`config.mk`:
```
export PLATFORM = sky130hd
export DESIGN_NAME = oh_mux5_arbiter
export DESIGN_NICKNAME = d
export VERILOG_FILES = /design/src/rtl/oh_mux5_arbiter.sv
export SDC_FILE = /design/constraint.sdc
export NUM_CORES = 1
export LEC_CHECK = 0
export BUFFER_PORTS_ARGS = -buffer_cell sky130_fd_sc_hd__buf_2
export CAP_MARGIN = 20
export CORE_MARGIN = 2
export CORE_UTILIZATION = 45
export CTS_BUF_LIST = sky130_fd_sc_hd__clkbuf_4 sky130_fd_sc_hd__clkbuf_8 sky130_fd_sc_hd__clkbuf_16
export DETAILED_ROUTE_END_ITERATION = 7
export MAX_ROUTING_LAYER = met4
export PLACE_DENSITY = 0.81
export SETUP_SLACK_MARGIN = 0.02
export SYNTH_ARGS = -nofsm -noshare
export SYNTH_HDL_FRONTEND = slang
export SYNTH_SLANG_ARGS = --single-unit
```
`constraint.sdc`:
```
create_clock -name clk -period 6.9 [get_ports clk]
set_input_delay 1.38 -clock clk [delete_from_list [all_inputs] [get_ports clk]]
set_output_delay 1.38 -clock clk [all_outputs]
set_load 0.02 [all_outputs]
```
`src/rtl/oh_mux5_arbiter.sv`:
```
// Round-robin, packet-locking arbiter: five valid/ready requesters share one
// registered output channel through an AND-OR one-hot mux.
module oh_mux5_arbiter #(
  parameter int unsigned N = 32
) (
  input  logic         clk,
  input  logic         reset,
  input  logic [4:0]   in_valid,
  input  logic [4:0]   in_last,
  output logic [4:0]   in_ready,
  input  logic [N-1:0] in0,
  input  logic [N-1:0] in1,
  input  logic [N-1:0] in2,
  input  logic [N-1:0] in3,
  input  logic [N-1:0] in4,
  output logic         out_valid,
  output logic         out_last,
  output logic [N-1:0] out_data,
  input  logic         out_ready,
  output logic [4:0]   grant,
  output logic         locked
);

  localparam int unsigned NREQ = 5;
  localparam int unsigned PW   = 3;
  localparam int unsigned SW   = PW + 1;

  typedef enum logic {
    ST_IDLE = 1'b0,
    ST_LOCK = 1'b1
  } state_t;

  state_t          r_state;
  logic [PW-1:0]   r_ptr;
  logic [PW-1:0]   r_owner;
  logic            r_locked;
  logic            r_out_valid;
  logic            r_out_last;
  logic [N-1:0]    r_out_data;

  logic            w_accept;
  logic            w_xfer;
  logic            w_sel_any;
  logic [PW-1:0]   w_sel_idx;
  logic [NREQ-1:0] w_grant;
  logic [NREQ-1:0] w_ready;
  logic [N-1:0]    w_mux_data;
  logic            w_mux_last;
  logic [N-1:0]    w_in [NREQ];

  function automatic logic [NREQ-1:0] f_onehot(input logic [PW-1:0] idx);
    return NREQ'(1) << idx;
  endfunction

  // (ptr + k) mod 5 for k in 0..4
  function automatic logic [PW-1:0] f_rr(input logic [PW-1:0] ptr, input int unsigned k);
    logic [SW-1:0] sum;
    sum = {1'b0, ptr} + SW'(k);
    if (sum >= SW'(NREQ)) begin
      sum = sum - SW'(NREQ);
    end
    return sum[PW-1:0];
  endfunction

  function automatic logic [PW-1:0] f_next(input logic [PW-1:0] idx);
    return (idx == PW'(NREQ - 1)) ? '0 : idx + PW'(1);
  endfunction

  assign w_in[0] = in0;
  assign w_in[1] = in1;
  assign w_in[2] = in2;
  assign w_in[3] = in3;
  assign w_in[4] = in4;

  // First valid requester searching from ptr with wraparound
  always_comb begin
    w_sel_any = 1'b0;
    w_sel_idx = '0;
    for (int unsigned k = 0; k < NREQ; k++) begin
      if (!w_sel_any && ((in_valid & f_onehot(f_rr(r_ptr, k))) != '0)) begin
        w_sel_any = 1'b1;
        w_sel_idx = f_rr(r_ptr, k);
      end
    end
  end

  // Owner is pinned while locked, even if it stalls its valid
  always_comb begin
    w_grant = '0;
    if (reset) begin
      w_grant = '0;
    end else if (r_state == ST_LOCK) begin
      w_grant = f_onehot(r_owner);
    end else if (w_sel_any) begin
      w_grant = f_onehot(w_sel_idx);
    end
  end

  assign w_accept = ~r_out_valid | out_ready;
  assign w_ready  = w_grant & {NREQ{w_accept}};
  assign w_xfer   = |(in_valid & w_ready);

  // AND-OR mux: unselected inputs are masked to zero, so X never leaks through
  always_comb begin
    w_mux_data = '0;
    for (int unsigned i = 0; i < NREQ; i++) begin
      w_mux_data = w_mux_data | ({N{w_grant[i]}} & w_in[i]);
    end
    w_mux_last = |(w_grant & in_last);
  end

  always_ff @(posedge clk or posedge reset) begin
    if (reset) begin
      r_state     <= ST_IDLE;
      r_ptr       <= '0;
      r_owner     <= '0;
      r_locked    <= 1'b0;
      r_out_valid <= 1'b0;
      r_out_last  <= 1'b0;
      r_out_data  <= '0;
    end else begin
      if (w_xfer) begin
        r_out_valid <= 1'b1;
        r_out_data  <= w_mux_data;
        r_out_last  <= w_mux_last;
      end else if (out_ready) begin
        r_out_valid <= 1'b0;
      end

      case (r_state)
        ST_IDLE: begin
          if (w_xfer) begin
            if (w_mux_last) begin
              r_ptr <= f_next(w_sel_idx);
            end else begin
              r_state  <= ST_LOCK;
              r_locked <= 1'b1;
              r_owner  <= w_sel_idx;
            end
          end
        end
        ST_LOCK: begin
          if (w_xfer && w_mux_last) begin
            r_state  <= ST_IDLE;
            r_locked <= 1'b0;
            r_ptr    <= f_next(r_owner);
          end
        end
        default: begin
          r_state  <= ST_IDLE;
          r_locked <= 1'b0;
        end
      endcase
    end
  end

  assign grant     = w_grant;
  assign in_ready  = w_ready;
  assign locked    = r_locked;
  assign out_valid = r_out_valid;
  assign out_last  = r_out_last;
  assign out_data  = r_out_data;

endmodule

```
==> results of run 1 <==
==> where the power goes <==
part / leakage [uW] / switching [uW] / internal, uW
clock network: 0.0000523 / 82.7 / 86.6
logic: 0.00204 / 1600 / 1060
registers: 0.000544 / 63.5 / 342
total: 0.00264 / 1740 / 1490
==> Yosys cell counts, types with 3 or more instances <==
| cell type | number |
|---|---|
| sky130_fd_sc_hd__a21oi_1 | 17 |
| sky130_fd_sc_hd__a221o_1 | 33 |
| sky130_fd_sc_hd__a221oi_1 | 33 |
| sky130_fd_sc_hd__a31oi_1 | 4 |
| sky130_fd_sc_hd__and2_1 | 40 |
| sky130_fd_sc_hd__and3_1 | 3 |
| sky130_fd_sc_hd__and4_1 | 3 |
| sky130_fd_sc_hd__buf_2 | 12 |
| sky130_fd_sc_hd__clkbuf_1 | 23 |
| sky130_fd_sc_hd__dfrtp_1 | 42 |
| sky130_fd_sc_hd__ha_1 | 16 |
| sky130_fd_sc_hd__inv_1 | 12 |
| sky130_fd_sc_hd__mux2_2 | 3 |
| sky130_fd_sc_hd__mux2i_1 | 11 |
| sky130_fd_sc_hd__nand2_1 | 62 |
| sky130_fd_sc_hd__nand2b_1 | 21 |
| sky130_fd_sc_hd__nand3_1 | 9 |
| sky130_fd_sc_hd__nand4_1 | 3 |
| sky130_fd_sc_hd__nor2_1 | 17 |
| sky130_fd_sc_hd__nor2b_1 | 3 |
| sky130_fd_sc_hd__nor3_1 | 10 |
| sky130_fd_sc_hd__o2111a_1 | 3 |
| sky130_fd_sc_hd__o21ai_0 | 40 |
| sky130_fd_sc_hd__o22ai_1 | 5 |
| sky130_fd_sc_hd__o32ai_1 | 3 |
| sky130_fd_sc_hd__or2_2 | 3 |
==> worst paths after layout <==
kind,to,start,cells past startpoint
worst min-delay path,out_data[17],out_data[17],2
worst min register to register,out_data[17],out_data[17],2
max in group asynchronous,out_data[22],reset,2
min in group asynchronous,out_data[15],reset,2
worst max-delay path,in_ready[4],r_ptr[1],18
worst max register to register,out_data[7],r_ptr[1],22
==> final cells by class <==
| cell class | instances | area [um^2] |
|---|---|---|
| antenna | 3 | 7.51 |
| clock buffer | 7 | 90.1 |
| clock inverter | 1 | 8.76 |
| fill | 862 | 3400 |
| inverter | 14 | 52.6 |
| multi-input combinational | 393 | 2780 |
| sequential | 42 | 1050 |
| tap | 108 | 135 |
| timing repair buffer | 226 | 1150 |
==> placed cells by master (no fill, tap or decap), types with 3 or more instances in the layout <==
cell	instances
sky130_fd_sc_hd__diode_2	3
sky130_fd_sc_hd__mux2_2	3
sky130_fd_sc_hd__o32ai_1	3
sky130_fd_sc_hd__inv_2	3
sky130_fd_sc_hd__nand2_1	62
sky130_fd_sc_hd__nand4_1	3
sky130_fd_sc_hd__ha_1	16
sky130_fd_sc_hd__a21oi_1	15
sky130_fd_sc_hd__o22ai_1	5
sky130_fd_sc_hd__or2_2	3
sky130_fd_sc_hd__buf_2	217
sky130_fd_sc_hd__nor2_1	17
sky130_fd_sc_hd__inv_1	11
sky130_fd_sc_hd__o2111a_1	3
sky130_fd_sc_hd__a221oi_1	33
sky130_fd_sc_hd__a31oi_1	4
sky130_fd_sc_hd__nand3_1	9
sky130_fd_sc_hd__and3_1	3
sky130_fd_sc_hd__nor2b_1	3
sky130_fd_sc_hd__nor3_1	10
sky130_fd_sc_hd__a221o_1	33
sky130_fd_sc_hd__and4_1	3
sky130_fd_sc_hd__nand2b_1	21
sky130_fd_sc_hd__o21ai_0	40
sky130_fd_sc_hd__clkbuf_8	6
sky130_fd_sc_hd__and2_1	40
sky130_fd_sc_hd__buf_4	9
sky130_fd_sc_hd__a21oi_2	3
sky130_fd_sc_hd__dfrtp_1	42
sky130_fd_sc_hd__mux2i_1	11
==> stage by stage <==
step | total power (uW) | util (%) | instance area (um^2) | worst slack [ns]
6_report | 3240 | 60.8 | 5270 | 0.618
3_3_place_gp | 3000 | 59.5 | 5170 | 0.945
5_1_grt | 3540 | 60.8 | 5270 | 0.190
2_1_floorplan | 2410 | - | 4020 | 0.984
4_1_cts | 3210 | 60.7 | 5270 | 0.675
3_5_place_dp | 3040 | 59.5 | 5170 | 1.01
==> registers in the layout, indices dropped and copies added, names as in the netlist, named ones only <==
| register | cells |
|---|---|
| locked | 1 |
| r_owner | 3 |
| out_last | 1 |
| out_valid | 1 |
| out_data | 32 |
| r_ptr | 3 |
==> metal layers <==
layer | up-vias | GRT usage, %
met2 | 186 | 53.4
met1 | 2162 | 34.2
met3 | 21 | 2.84
met5 | - | -
li1 | 2254 | -
met4 | 0 | 8.54
==> logic make-up (layout without fill, tap and decap cells) <==
family / Yosys count / in the layout
buf+inv: 51 / 248
simple gates: 186 / 186
compound gates: 172 / 172
flops: 42 / 42
other cells: 0 / 3
fa+ha+maj: 17 / 17
mux: 16 / 16
xor+xnor: 2 / 2
==> critical path: cells and delay by family (launching register included) <==
kind	cells	cell delay (ns)
AND/OR/NAND/NOR	6	1.50
AO/OA/AOI/OAI	5	1.27
adder cells (fa/ha/maj)	3	0.81
buffers and inverters	3	0.45
flip-flops	1	0.36
multiplexers	1	0.23
==> impl_summary.md, run 1 <==
Status
The run finished with clean final reports.

Setup path
Traced cell by cell, the critical path runs through buf_4 -> ha_1 -> inv_1 -> fa_1 -> a21oi_1 -> a21oi_1 -> o22ai_1 -> and3_1 -> nor2_1 -> mux2i_1 -> o221ai_1 -> nand2_1 -> ha_1 -> nor3b_1 -> nand2_1 -> o21ai_2 -> and2_1 -> buf_2. For this run, the slowest stage of the critical path takes 0.56 ns. The register-to-register setup slack is 1.10 ns.

The element type at the critical path start is a flip-flop. The cell at the slowest stage of the critical path is sky130_fd_sc_hd__nor3b_1. By startpoint and endpoint, the worst setup path is classified as reg -> out. The required arrival time at the worst endpoint is 5.52 ns. The worst-path maximum fanout is 19. The data arrival time of the critical path is 4.90 ns. The endpoint kind of the worst setup timing path is an output pin.

Floorplan
The die is 98.5 um tall. The die is 98.5 um wide. The initial core utilization is 46.3%. The floorplan has 34 rows. The core region is 0.00868 mm^2.

218 I/O pins were placed. The die covers 0.00971 mm^2.

Timing
The smallest clock period supported by the final layout is computed as 6.28 ns. The worst slew slack as a fraction of its limit is 39.5%. For this run, the top clock speed supported by timing is 0.159 GHz. The final hold slack is 0.477 ns. The number of endpoints with negative hold slack in the final report is 0. Setup repair after global routing left no endpoint under its margin. The share of the cycle needed by the critical path after routing is 91.0%. After routing, the total negative slack on setup checks comes to 0 ns.

Setup violations remaining at the end of the flow were counted as 0. The post-route clock skew is 0.00889 ns. The total count of max-transition violations in the final report came to 0. The transition time at the pin with the least slew margin is 0.906 ns.

Logic synthesis
The simple-gate portion of the synthesized area is 24.6%. The number of synthesis warnings is 0. The compound-cell area share of the yosys netlist is 33.4%. The combinational family with the most area after synthesis is compound AO/OA/AOI/OAI gates. The synthesized netlist devotes 0.622% of its cell area to XOR and XNOR gates. The number of nets handed over by synthesis was 676. The summed instance area of the synthesized netlist is 0.00402 mm^2. The synthesis-stage register bit count is 42.

The fraction of registers with async set or reset after synthesis is 100%. The number of different library cells in the post-synthesis netlist is 71. A synthesized cell averages 8.27 um^2. In this run the biggest area consumer among cell types represents 26.1% of the synthesized area. The biggest area contributor in the post-synthesis netlist is sky130_fd_sc_hd__dfrtp_1.

For this run, the register share of the synthesized area comes to 26.1%. In the synthesized netlist the dominant register cell turns out to be sky130_fd_sc_hd__dfrtp_1. After Yosys synthesis, full adders, half adders and majority gates account for 5.48% of the synthesized area. Counting every instance in the synthesized netlist gives 486.

In this run, synthesis inferred 0 flip-flops with an integrated enable. By area the synthesized netlist is led by sky130_fd_sc_hd__dfrtp_1 26%, sky130_fd_sc_hd__a221o_1 8.2%, sky130_fd_sc_hd__a221oi_1 7.2%. The mux contribution to synthesized area is 4.48%.

Hold path
The worst hold-check path type is reg -> reg.

Routing
Detailed routing placed a total of 809 um of wire on met3. The via density per instance is 5.82. For this block, wires on met1 add up to 5.48 mm. Routed signal wires occupy layers up through met4. Wire segments on met2 add up to 7.67 mm in the final route. The total iterations of the first detailed-routing run is 4.

After detailed routing, the average wire length per cell comes to 18.0 um. The detailed-route DRC error count is 0. The overall via count from detail_route is 4,623.

The final wirelength is 14.3 mm. The remaining antenna violation count after routing is 0. The first-iteration detailed-routing DRC count is 268.

Run
The tool flagged a number of max-cap violations equal to 0.

Clocking
The clock-pin slew reported for the worst setup and hold paths after clock tree synthesis is 0.08 ns. The number of buffers inserted by hold repair at cts is 0. The H-tree was split into 2 levels.

The clock insertion delay at the later pin of the skew report is 0.29 ns. Clock tree synthesis inserted a total of 5 buffers. The tree built by TritonCTS fans out to 42 sinks. The root buffer cell chosen for the clock tree is sky130_fd_sc_hd__clkbuf_8.

The post-cts resize count is 0. Once the clock tree was built, the setup fixing pass inserted 0 buffers. The maximum buffer depth of the clock tree is 2. The CTS tree is yes.

Place
Counting tap cells, the placed design contains a total of 783 instances. The number of input and output port buffers inserted is 217. The HPWL after detailed placement is 11.7 mm. The congestion estimate from routability-driven global placement came to 0.995.

Power and ir drop
For this design the static power due to leakage is 0.00264 uW. Power spread over the standard cell area amounts to 614 mW/mm^2. The maximum ir drop on the vdd rail is 0.000247 V.

Finish
From synthesis to final layout, the design area changed by 31.2%. Once layout is complete, the cells apart from fillers number 794. Of the cells placed in the final design, the portion with a size suffix greater than 1 is 38.4%.

The total number of nets in the final design is 872.

GRT
The pin count of the biggest net entering global routing is 47. In the global route stage, overall resource usage came out at 29.3%. The first global-routing pass estimated 22.3 mm of wire. The total grt overflow is 0. The via count of the first global-routing pass was 4,397. The number of antenna violations at the first check in global routing is 3.
Power figures use the tool's default switching activity.
==> run 2, diff against run 1 <==
Settings changed: CORE_UTILIZATION 45 to 28, PLACE_DENSITY 0.81 to not set.
==> impl_summary.md, run 2 (synthesis results as in run 1) <==
Status
Run status: complete, no violations (unchanged).

GRT
The pin count of the biggest net entering global routing was 66 (was 47). The via count of the first global-routing pass was 4,273 (was 4,397). The number of antenna violations at the first check in global routing is 0 (was 3). The global-route wire length before repair is 21.9 mm (was 22.3 mm). The total grt overflow came to 0 (unchanged).

The overall fraction of global-route tracks in use came to 18.7% (was 29.3%).

Timing
The total count of max-transition violations in the final report is 0 (unchanged). The post-route clock skew is 0.00726 ns (was 0.00889 ns). The final hold slack was 0.474 ns (was 0.477 ns). The transition time at the pin with the least slew margin is 0.680 ns (was 0.906 ns). Unrepaired setup endpoints after global routing: false (unchanged).

The worst slew slack as a fraction of its limit is 54.7% (was 39.5%). The final worst-path setup slack is 0.722 ns (was 0.618 ns). The number of endpoints with negative hold slack in the final report is 0 (unchanged).

The shortest period the worst path allows came to 6.18 ns (was 6.28 ns). The share of the cycle needed by the critical path after routing was 89.5% (was 91.0%). The aggregate negative setup slack is 0 ns (unchanged).

The maximum clock frequency came to 0.162 GHz (was 0.159 GHz). The number of setup violations in the final report was 0 (unchanged).

Hold path
The number of stages on the worst hold path is 2 (unchanged). The worst hold path endpoint is out_data[30] (was out_data[17]). The startpoint of the tightest hold check path is out_data[30] (was out_data[17]). The worst hold-check path type is reg -> reg (unchanged).

Routing
The first-iteration detailed-routing DRC count is 316 (was 268). The detailed-route DRC error count came to 0 (unchanged). The overall via count from detail_route is 4,618 (was 4,623). The final wirelength came to 14.7 mm (was 14.3 mm). The remaining antenna violation count after routing is 0 (unchanged). The total iterations of the first detailed-routing run is 4 (unchanged).

The via density per instance is 5.35 (was 5.82). The average wire length per cell after detail routing was 17.0 um (was 18.0 um).

Place
The number of input and output port buffers inserted came to 217 (unchanged). The placed cell area was 0.00527 mm^2 (was 0.00517 mm^2). The post-place setup slack came to 0.898 ns (was 1.01 ns). The sum of net half-perimeters after detailed placement is 11.7 mm (about the same). The routability-driven placement congestion ratio is 0.994 (was 0.995).

Setup path
The data arrival time of the critical path is 4.80 ns (was 4.90 ns). The worst-path maximum fanout is 19 (unchanged). The register-to-register setup slack is 1.41 ns (was 1.10 ns). The critical path start-end classification was reg -> out (unchanged).

The required arrival time at the worst endpoint was 5.52 ns (about the same). The endpoint kind of the worst setup timing path is an output pin (unchanged). The element type at the critical path start is a flip-flop (unchanged). The depth of the worst register-to-register path is 22 (unchanged). The startpoint of the worst register-to-register path is r_ptr[1] (unchanged). The capture instance of the worst register-to-register path is r_ptr[2] (was out_data[7]).

Clocking
The clock sink total is 42 (unchanged). The clock-pin slew reported for the worst setup and hold paths after clock tree synthesis came to 0.06 ns (was 0.08 ns). The maximum buffer depth of the clock tree is 2 (unchanged).

The number of buffers inserted to repair setup after CTS was 0 (unchanged). The number of levels the H-tree was split into is 2 (unchanged). The CTS tree was yes (unchanged). The post-cts resize count is 0 (unchanged). The TritonCTS buffer count came to 5 (unchanged). The master cell of the clock root buffer is sky130_fd_sc_hd__clkbuf_16 (was sky130_fd_sc_hd__clkbuf_8).

The number of buffers inserted by hold repair at cts is 0 (unchanged). The clock insertion delay at the later pin of the skew report is 0.28 ns (was 0.29 ns).

Floorplan
The number of top-level pins came to 218 (unchanged). The area enclosed by the die boundary was 0.0153 mm^2 (was 0.00971 mm^2). The horizontal extent of the die is 124 um (was 98.5 um). The number of placement rows was 43 (was 34).

The die extent in y is 124 um (was 98.5 um). The placeable core region came to 0.0139 mm^2 (was 0.00868 mm^2). The initial core utilization is 28.8% (was 46.3%).

Finish
The fraction of layout cells with a size suffix above 1 is 38.4% (unchanged). The final standard cell utilization of the core was 38.9% (was 60.8%). The synthesis-to-layout area growth is 35.0% (was 31.2%). The number of diodes added for antenna fixing was 0 (was 3). The total number of nets in the final design was 872 (unchanged). The final instance area was 0.00543 mm^2 (was 0.00527 mm^2). The most common library cell in the layout ignoring fill and taps is sky130_fd_sc_hd__buf_2 (unchanged). Leading cell types in the layout, fill and taps excluded: 217 x sky130_fd_sc_hd__buf_2, 62 x sky130_fd_sc_hd__nand2_1, 42 x sky130_fd_sc_hd__dfrtp_1 (unchanged). The number of flip-flops under the largest register name was 32 (unchanged).

Power and ir drop
The maximum ir drop on the vdd rail was 0.000252 V (was 0.000247 V). The total power per unit cell area is 617 mW/mm^2 (was 614 mW/mm^2). The static leakage is 0.00267 uW (was 0.00264 uW).

Run
The number of violations of the max-capacitance limit came to 0 (unchanged).
-- run 2: cell types whose count changed in the layout (fill, tap and decap cells not counted), sizes merged --
cell,previous run,this run
diode,3,0
-- run 2: layout make-up --
cell class,count,area [um^2]
fillers,1450,8510
multi-input cells,393,2780
repair buffers,226,1170
flip-flops and latches,42,1050
well taps,180,225
clock buffers,7,146
inverters,14,52.6
clock inverters,1,8.76
-- run 2: metrics by stage --
stage               total power [uW]  instances
floorplan                       2410        486
global placement                3090        855
detailed placement              3090        855
CTS                             3360        863
global route                    3650        863
finish                          3350        863
-- run 2: report_power, final --
part | switching (uW) | leakage [uW] | internal [uW] | total [uW]
Sequential | 61.1 | 0.000544 | 342 | 403
Combinational | 1630 | 0.00205 | 1080 | 2700
Clock | 95.1 | 0.0000779 | 149 | 244
Total | 1780 | 0.00267 | 1570 | 3350
-- run 2: worst max path at each step --
stage	start	to	cells past startpoint
final	r_ptr[0]	in_ready[3]	18
after global routing	r_ptr[1]	in_ready[4]	18
after CTS	r_ptr[1]	in_ready[3]	20
after detailed placement	in_valid[0]	in_ready[3]	17
after global placement	in_valid[0]	in_ready[3]	17
after floorplan	in_valid[1]	in_ready[4]	15
-- run 2: critical path, cell delays in order (launching register included) --
cell and delay (ns):
sky130_fd_sc_hd__dfrtp_1 0.36, sky130_fd_sc_hd__inv_2 0.12, sky130_fd_sc_hd__ha_1 0.75, sky130_fd_sc_hd__mux2i_1 0.40
sky130_fd_sc_hd__a21bo_1 0.27, sky130_fd_sc_hd__a31oi_1 0.48, sky130_fd_sc_hd__o21ai_0 0.16, sky130_fd_sc_hd__o21ai_0 0.11
sky130_fd_sc_hd__nand3_1 0.11, sky130_fd_sc_hd__o221ai_1 0.19, sky130_fd_sc_hd__nand2_1 0.22, sky130_fd_sc_hd__inv_1 0.10
sky130_fd_sc_hd__ha_1 0.15, sky130_fd_sc_hd__ha_1 0.17, sky130_fd_sc_hd__nand2b_1 0.07, sky130_fd_sc_hd__a41o_1 0.22
sky130_fd_sc_hd__a21oi_2 0.31, sky130_fd_sc_hd__and2_1 0.17, sky130_fd_sc_hd__buf_2 0.15
-- run 2: per-layer routing --
| metal | share of wire (%) | up-vias | wire (um) | track usage [%] |
|---|---|---|---|---|
| li1 | - | 2246 | - | - |
| met1 | 42 | 2143 | 6110 | 23.7 |
| met2 | 51 | 211 | 7420 | 30.9 |
| met3 | 5.9 | 18 | 863 | 2.93 |
| met4 | 1.8 | 0 | 271 | 5.26 |
| met5 | 0 | - | 0 | - |
